`config.mk`:
```
export PLATFORM = sky130hd
export DESIGN_NAME = bus_arbiter_ctrl
export DESIGN_NICKNAME = d
export VERILOG_FILES = /design/src/rtl/bus_pkg.sv /design/src/rtl/bus_arbiter_ctrl_rr_picker.sv /design/src/rtl/bus_arbiter_ctrl.sv
export SDC_FILE = /design/constraint.sdc
export NUM_CORES = 1
export LEC_CHECK = 0
export BUFFER_PORTS_ARGS = -buffer_cell sky130_fd_sc_hd__buf_4
export CAP_MARGIN = 10
export CORE_MARGIN = 3
export CORE_UTILIZATION = 50
export DETAILED_ROUTE_END_ITERATION = 7
export PLACE_DENSITY = 0.73
export SYNTH_ARGS = -nofsm -noshare
export SYNTH_HDL_FRONTEND = slang
export SYNTH_SLANG_ARGS = --single-unit
export TNS_END_PERCENT = 10
```
`constraint.sdc`:
```
create_clock -name clk -period 2.03 [get_ports clk]
set_input_delay 0.203 -clock clk [delete_from_list [all_inputs] [get_ports clk]]
set_output_delay 0.203 -clock clk [all_outputs]
set_load 0.05 [all_outputs]
```
`src/rtl/bus_pkg.sv`:
```
// rtl/bus_pkg.sv - shared types and constants for the bus arbiter
package bus_pkg;

    typedef enum logic [1:0] {
        IDLE    = 2'd0,
        ACTIVE  = 2'd1,
        SPLIT   = 2'd2,
        RELEASE = 2'd3
    } arb_state_t;

    localparam int SLAVE_NONE = 0;

endpackage

```
`src/rtl/bus_arbiter_ctrl_rr_picker.sv`:
```
// rtl/bus_arbiter_ctrl_rr_picker.sv - combinational round-robin winner selection
module rr_picker #(
    parameter int N = 2,
    parameter int W = 1
) (
    input  logic [N-1:0] eligible,
    input  logic [W-1:0] rr_ptr,
    output logic [W-1:0] winner,
    output logic         valid
);

    // Scan from rr_ptr upward with wrap; first hit wins.
    always_comb begin
        winner = '0;
        valid  = 1'b0;
        for (int k = 0; k < N; k++) begin
            if (!valid && eligible[(int'(rr_ptr) + k) % N]) begin
                valid  = 1'b1;
                winner = W'((int'(rr_ptr) + k) % N);
            end
        end
    end

endmodule

```
`src/rtl/bus_arbiter_ctrl.sv`:
```
// rtl/bus_arbiter_ctrl.sv - round-robin bus arbiter with time-slice split
module bus_arbiter_ctrl
    import bus_pkg::*;
#(
    parameter int NO_MASTERS = 2,
    parameter int NO_SLAVES  = 3,
    parameter int THRESH     = 1000,
    parameter int S_ID_WIDTH = $clog2(NO_SLAVES + 1),
    parameter int M_ID_WIDTH = (NO_MASTERS > 1) ? $clog2(NO_MASTERS) : 1
) (
    input  logic                             clk,
    input  logic                             rst,
    input  logic [NO_MASTERS-1:0]            m_req,
    input  logic [NO_MASTERS*S_ID_WIDTH-1:0] m_slave_id,
    input  logic [NO_MASTERS-1:0]            m_done,
    output logic [NO_MASTERS-1:0]            m_grant,
    output logic [NO_MASTERS-1:0]            m_split,
    output logic [M_ID_WIDTH-1:0]            addr_select,
    output logic [M_ID_WIDTH-1:0]            MOSI_data_select,
    output logic [M_ID_WIDTH-1:0]            valid_select,
    output logic [M_ID_WIDTH-1:0]            last_select,
    output logic [S_ID_WIDTH-1:0]            MISO_data_select,
    output logic [S_ID_WIDTH-1:0]            ready_select,
    output logic                             bus_busy
);

    localparam int TW = $clog2(THRESH + 1);

    arb_state_t                state, state_nxt;
    logic [NO_MASTERS-1:0]     grant_nxt, split_nxt, eligible;
    logic [M_ID_WIDTH-1:0]     msel, msel_nxt, rr_ptr, rr_ptr_nxt, winner;
    logic [S_ID_WIDTH-1:0]     ssel, ssel_nxt, win_id;
    logic [TW-1:0]             timer, timer_nxt, timer_inc;
    logic                      busy_nxt, win_valid, owner_leaving, others_waiting;

    always_comb begin
        eligible = '0;
        win_id   = '0;
        for (int i = 0; i < NO_MASTERS; i++) begin
            eligible[i] = m_req[i]
                && (m_slave_id[i*S_ID_WIDTH +: S_ID_WIDTH] != S_ID_WIDTH'(SLAVE_NONE))
                && (m_slave_id[i*S_ID_WIDTH +: S_ID_WIDTH] <= S_ID_WIDTH'(NO_SLAVES));
            if (M_ID_WIDTH'(i) == winner)
                win_id = m_slave_id[i*S_ID_WIDTH +: S_ID_WIDTH];
        end
    end

    rr_picker #(.N(NO_MASTERS), .W(M_ID_WIDTH)) u_picker (
        .eligible (eligible),
        .rr_ptr   (rr_ptr),
        .winner   (winner),
        .valid    (win_valid)
    );

    assign timer_inc      = (timer == TW'(THRESH)) ? timer : timer + 1'b1;
    assign owner_leaving  = m_done[msel] || !m_req[msel];
    assign others_waiting = |(eligible & ~m_grant);

    always_comb begin
        state_nxt  = state;
        grant_nxt  = m_grant;
        split_nxt  = m_split;
        msel_nxt   = msel;
        ssel_nxt   = ssel;
        rr_ptr_nxt = rr_ptr;
        timer_nxt  = timer;
        busy_nxt   = bus_busy;
        case (state)
            IDLE: begin
                if (win_valid) begin
                    state_nxt         = ACTIVE;
                    grant_nxt         = '0;
                    grant_nxt[winner] = 1'b1;
                    msel_nxt          = winner;
                    ssel_nxt          = win_id;
                    timer_nxt         = '0;
                    busy_nxt          = 1'b1;
                end
            end
            ACTIVE: begin
                timer_nxt = timer_inc;
                // Owner release beats a split decided on the same cycle.
                if (owner_leaving) begin
                    state_nxt = RELEASE;
                end else if (timer_inc == TW'(THRESH) && others_waiting) begin
                    state_nxt = SPLIT;
                    split_nxt = m_grant;
                end
            end
            SPLIT: begin
                if (owner_leaving)
                    state_nxt = RELEASE;
            end
            RELEASE: begin
                state_nxt  = IDLE;
                rr_ptr_nxt = (msel == M_ID_WIDTH'(NO_MASTERS - 1)) ? '0 : msel + 1'b1;
            end
            default: state_nxt = IDLE;
        endcase
        // Master selects stay parked on the last owner through release.
        if (state_nxt == RELEASE) begin
            grant_nxt = '0;
            split_nxt = '0;
            ssel_nxt  = S_ID_WIDTH'(SLAVE_NONE);
            busy_nxt  = 1'b0;
        end
    end

    always_ff @(posedge clk) begin
        if (rst) begin
            state    <= IDLE;
            m_grant  <= '0;
            m_split  <= '0;
            msel     <= '0;
            ssel     <= '0;
            rr_ptr   <= '0;
            timer    <= '0;
            bus_busy <= 1'b0;
        end else begin
            state    <= state_nxt;
            m_grant  <= grant_nxt;
            m_split  <= split_nxt;
            msel     <= msel_nxt;
            ssel     <= ssel_nxt;
            rr_ptr   <= rr_ptr_nxt;
            timer    <= timer_nxt;
            bus_busy <= busy_nxt;
        end
    end

    assign addr_select      = msel;
    assign MOSI_data_select = msel;
    assign valid_select     = msel;
    assign last_select      = msel;
    assign MISO_data_select = ssel;
    assign ready_select     = ssel;

endmodule

```
* After elaboration in Yosys (flattened, before gate mapping) *
Cells that the tools add are included.

operators by class
  add/subtract/negate cells = 3
  equality and inequality tests = 7
  reductions and logical operators = 19
  multiplexer cells = 25
  order comparisons = 7
  bitwise logic cells = 4

operator list
  operator               number
  $eq 10x10->1 const B   2
  $mux 10                2
  $pmux 10 s2            1
  $mux 1                 15
  $add 10x1->10 const B  1
  $mux 2                 5
  $pmux 2 s4             1
  $logic_and 1x1->1      7
  $eq 2x2->1 const B     3
  $lt 1x2->1 const B     3
  $reduce_bool 2->1      3
  $le 2x2->1 const B     2
  $reduce_and 2->1       2
  $reduce_or 2->1        2
  $lt 2x3->1 const B     1
  $reduce_and 3->1       1
  $add 1x1->1 const B    2
  $and 2x2->2            1
  $eq 2x1->1 const B     1
  $logic_not 1->1        2
  $logic_not 2->1        1
  $ne 2x1->1 const B     1
  $not 2->2              1
  $and 1x1->1 const A    1
  4 further kinds        4

storage, ports and cells
  flip-flop bits (word level) = 21
  output and inout port bits = 13
  logic and storage cells = 73
  input port bits = 10

* Logic depth before layout (Yosys ltp) *
  depth after elaboration = 13
  depth in mapped cells = 7
  depth with buffers taken out = 7

* Cells and area by module *
Synthesis repeated with hierarchy kept, for this count alone.

unflattened totals
  cells, all modules = 164
  area total of the unflattened synthesis = 1,333.8 um2

modules (own cells, without submodules)
  module            cells an instance  times used  area each (um2)
  bus_arbiter_ctrl  161                1           1,316.3
  rr_picker         3                  1           17.5

* Least setup slack after synthesis *
No wires, ideal clock.

  kind = register to register
  from = register timer[0]
  to = register m_split[0]
  setup slack = 214 ps
  arrival time = 1,744 ps
  stages on the path, launching flop included = 7
  required time = 1,958 ps
  setup time = 72 ps
  cell sequence = dfxtp_1 -> ha_1 -> a21bo_2 -> and4_1 -> o2111ai_2 -> a2111oi_4 -> mux2i_1

on the way
  longest elaborated chain between the ends = 9
  elaborated cells between the ends (all ways) = 11

RTL lines
  item                                           line                     text
  start: declaration                             bus_arbiter_ctrl.sv:33   logic [TW-1:0] timer, timer_nxt, timer_inc;
  start signal: assignment                       bus_arbiter_ctrl.sv:126  timer <= timer_nxt;
  $add 10x1->10 or $eq 10x10->1 (tied branches)  bus_arbiter_ctrl.sv:55   assign timer_inc = (timer == TW'(THRESH)) ? timer : timer + 1'b1;
  $mux 10 *                                      bus_arbiter_ctrl.sv:55
  $eq 10x10->1 *                                 bus_arbiter_ctrl.sv:85   end else if (timer_inc == TW'(THRESH) && others_waiting) begin
  $logic_and 1x1->1 *                            bus_arbiter_ctrl.sv:85
  $mux 2                                         bus_arbiter_ctrl.sv:85
  $mux 2                                         bus_arbiter_ctrl.sv:83   if (owner_leaving) begin
  $pmux 2 s4                                     bus_arbiter_ctrl.sv:68   case (state)
  $eq 2x2->1                                     bus_arbiter_ctrl.sv:101  if (state_nxt == RELEASE) begin
  $reduce_or 2->1 (no line)                      n/a
  end signal: assignment                         bus_arbiter_ctrl.sv:122  m_split <= split_nxt;
  end: declaration                               bus_arbiter_ctrl.sv:17   output logic [NO_MASTERS-1:0] m_split,

Mark *: on every way between the ends. The rest lies on a longest branch, timed or not.
A chain may end at the register's enable or synchronous reset.

* Worst setup path after layout *
  from = register timer[0]
  to = register m_split[1]

The elaborated chain is that of the path after synthesis.

==> flow_summary.yaml <==
die:
  rows: 17
  ios: 23
  dieArea_sq_um: 3270
  fp.coreArea_sq_um: 2340
  start_util_pct: 56.0
  die_x_um: 57.2
  dieHeight_um: 57.2
clock_network:
  cts_max_level: 1
  clkLatencyLatePin_ps: 300
  clkTransAtPathRegs_ps: 120
  cts_tree: "built"
  clkSinkCount: 21
  clock_tree.root_cell: "clkbuf_4"
  cts_made_buffers: 3
  cts.hold.buffers_added: 0
  cts_buffer_depth: 2
drt:
  wl_um: 2940
  first_pass_iters: 4
  ant_nets: 0
  routedWlPerCell_um: 14.3
  num_vias: 1200
  drt_iter0_markers: 27
  drc: 0
  vias_per_cell: 5.85
worst_setup_path:
  endpoint_kind: "flop"
  cpPeakStageDelay_ps: 370
  critPathLaunchType: "flop"
  r2r_slack_ps: 160
  crit_required_ps: 2270
  startpoint: "timer[0]$_SDFFE_PP0P_"
  worstSetupPathType: "flop to flop"
  path_cells: "inv_1, ha_1, nand4b_4, o21ai_0, o221ai_2, a2111oi_4, mux2i_1"
  r2r-end: "m_split[1]$_SDFFE_PP0P_"
  cpMaxStageDelayCell: "a2111oi_4"
  critical_path_arrival_ps: 2110
  r2r_start: "timer[0]$_SDFFE_PP0P_"
  cp-endpoint: "m_split[1]$_SDFFE_PP0P_"
  critPathMaxFanout: 5
  r2r_cells: 7
cells_and_area:
  final_nets: 190
  postLayoutCoreUtil_pct: 64.7
  design_area_sq_um: 1510
  layout_commonest_cell: "buf_4"
  diodes: 0
  mostFrequentLayoutCells: "buf_4, dfxtp_1, nor2_1"
  area_growth_syn_to_layout_pct: 15.5
  instances_no_fill: 205
  drive_gt1_share_pct: 29.4
outcome:
  status: "completed"
sta:
  finalSetupViolCount: 0
  whs_ps: 199
  skew_ps: 5.24
  max_freq_mhz: 534
  rsz0062_at_grt: "false"
  worstMarginPinSlew_ps: 584
  fin_crit_ps: 1870
  totalNegativeSetupSlack_ps: 0
  maxSlewHeadroom_pct: 60.7
  hold_violations: 0
  setup_ws_ps: 156
  drv_slew: 0
  post-route-period-util_pct: 92.3
grt:
  antenna_found_initial: 0
  grtUsageTotal_pct: 19.0
  grt_busiest_layer: "met2"
  grt_overflow: 0
  grtUsageMet2_pct: 34.3
  use_met1_pct: 21.9
  grt_use_met3_pct: 3.62
  grt_pass1_vias: 1189
  grt_pass1_wl_um: 5110
  grt_start_max_net_pins: 19
power:
  p_clk_share_pct: 14.6
  p_int_mw: 0.766
  p_sw_share_pct: 45.5
  p_leak_nw: 0.568
  peakVddDrop_mv: 0.714
  power.total_mw: 1.40
  p_switching_mw: 0.639
  combPwrFrac_pct: 47.5
  p_per_area_nw_per_um2: 928
  p_seq_share_pct: 37.9
yosys:
  synth_cell_types: 48
  yosysSeqAreaShare_pct: 32.1
  synth-edff-count: 0
  synthArstFlopShare_pct: 0
  synth_seq_cells: 21
  netlist_area_sq_um: 1310
  syn-mean-instance-area_sq_um: 8.34
  ys.flop_type: "dfxtp_1"
  ys_warn_count: 0
  synthesis.instances: 157
  postSynthNetCount: 169
place:
  portBuffers: 22
  place_congestion: 0.863
  place_ws_ps: 104
  placedInstanceArea_sq_um: 1480
  dpl.cell_count: 201
  dp_hpwl_um: 2270
hold_path:
  hold_class: "input port to flop"
job:
  max_cap_violations: 0
## worst min path at each step
stage | to | from | cells after the start | slack (ps)
3_3_place_gp | m_split[1]$_SDFFE_PP0P_ | m_split[1]$_SDFFE_PP0P_ | 2 | 440
2_1_floorplan | MISO_data_select[0]$_SDFFE_PP0P_ | m_slave_id[2] | 2 | 440
4_1_cts | timer[3]$_SDFFE_PP0P_ | rst | 2 | 200
6_report | timer[3]$_SDFFE_PP0P_ | rst | 2 | 200
3_5_place_dp | m_split[0]$_SDFFE_PP0P_ | m_split[0]$_SDFFE_PP0P_ | 2 | 450
5_1_grt | timer[6]$_SDFFE_PP0P_ | rst | 2 | 200
## logic make-up after synthesis
group           share of synthesized area, %
fa+ha+maj                               1.91
buf+inv                                 7.26
mux                                     3.06
flops                                   32.1
xor+xnor                                1.24
simple gates                            25.9
compound gates                          28.6
## per-layer routing
layer / vias to the layer above / part of all wire (%)
li1: 610 / -
met1: 557 / 45
met2: 29 / 49
met3: 4 / 5.2
met4: 0 / 0.78
met5: - / 0
## Yosys cell counts (all sizes together) (3+ instances only)
cell type | instances | area share (%)
nand4 | 3 | 2.6
nand3 | 5 | 2.3
a21oi | 14 | 5.3
nor3 | 6 | 2.3
inv | 3 | 0.86
clkbuf | 4 | 1.2
nand2 | 15 | 4.3
buf | 9 | 5.2
o21ai | 10 | 3.8
nor2 | 18 | 5.2
mux2i | 4 | 3.1
dfxtp | 21 | 32
nand2b | 3 | 1.4
a211oi | 6 | 3.4
## critical path, delay by kind of cell (launching register included)
family,cells,cell delay [ps]
fa+ha+maj,1,190
flops,1,350
simple gates,1,130
buf+inv,1,80
compound gates,3,850
mux,1,210
## repair_timing
action,4_1_cts,5_1_grt
setup buffers,0,0
hold endpoints to repair,0,0
resized for setup,0,4
setup endpoints to repair,0,4
## power groups by stage
stage	combinational, mW	sequential (mW)	clock (mW)
floorplan	0.379	0.632	0
global placement	0.660	0.538	0
global route	0.722	0.544	0.229
detailed placement	0.666	0.540	0
finish	0.668	0.532	0.205
CTS	0.668	0.532	0.210
## final cells by class
cell class,count,area [sq um]
Timing Repair Buffer,29,218
Multi-Input combinational cell,120,797
Clock buffer,3,22.5
Inverter,3,11.3
Tap cell,28,35.0
Sequential cell,21,424
Clock inverter,1,5.00
Fill cell,197,827
## sequential cells by signal (all words and copies together), names as in the netlist
register          cells
MOSI_data_select      1
timer                10
m_grant               2
m_split               2
MISO_data_select      2
rr_ptr                1
state                 2
bus_busy              1
Note: power is estimated with default switching activity, not from simulation.
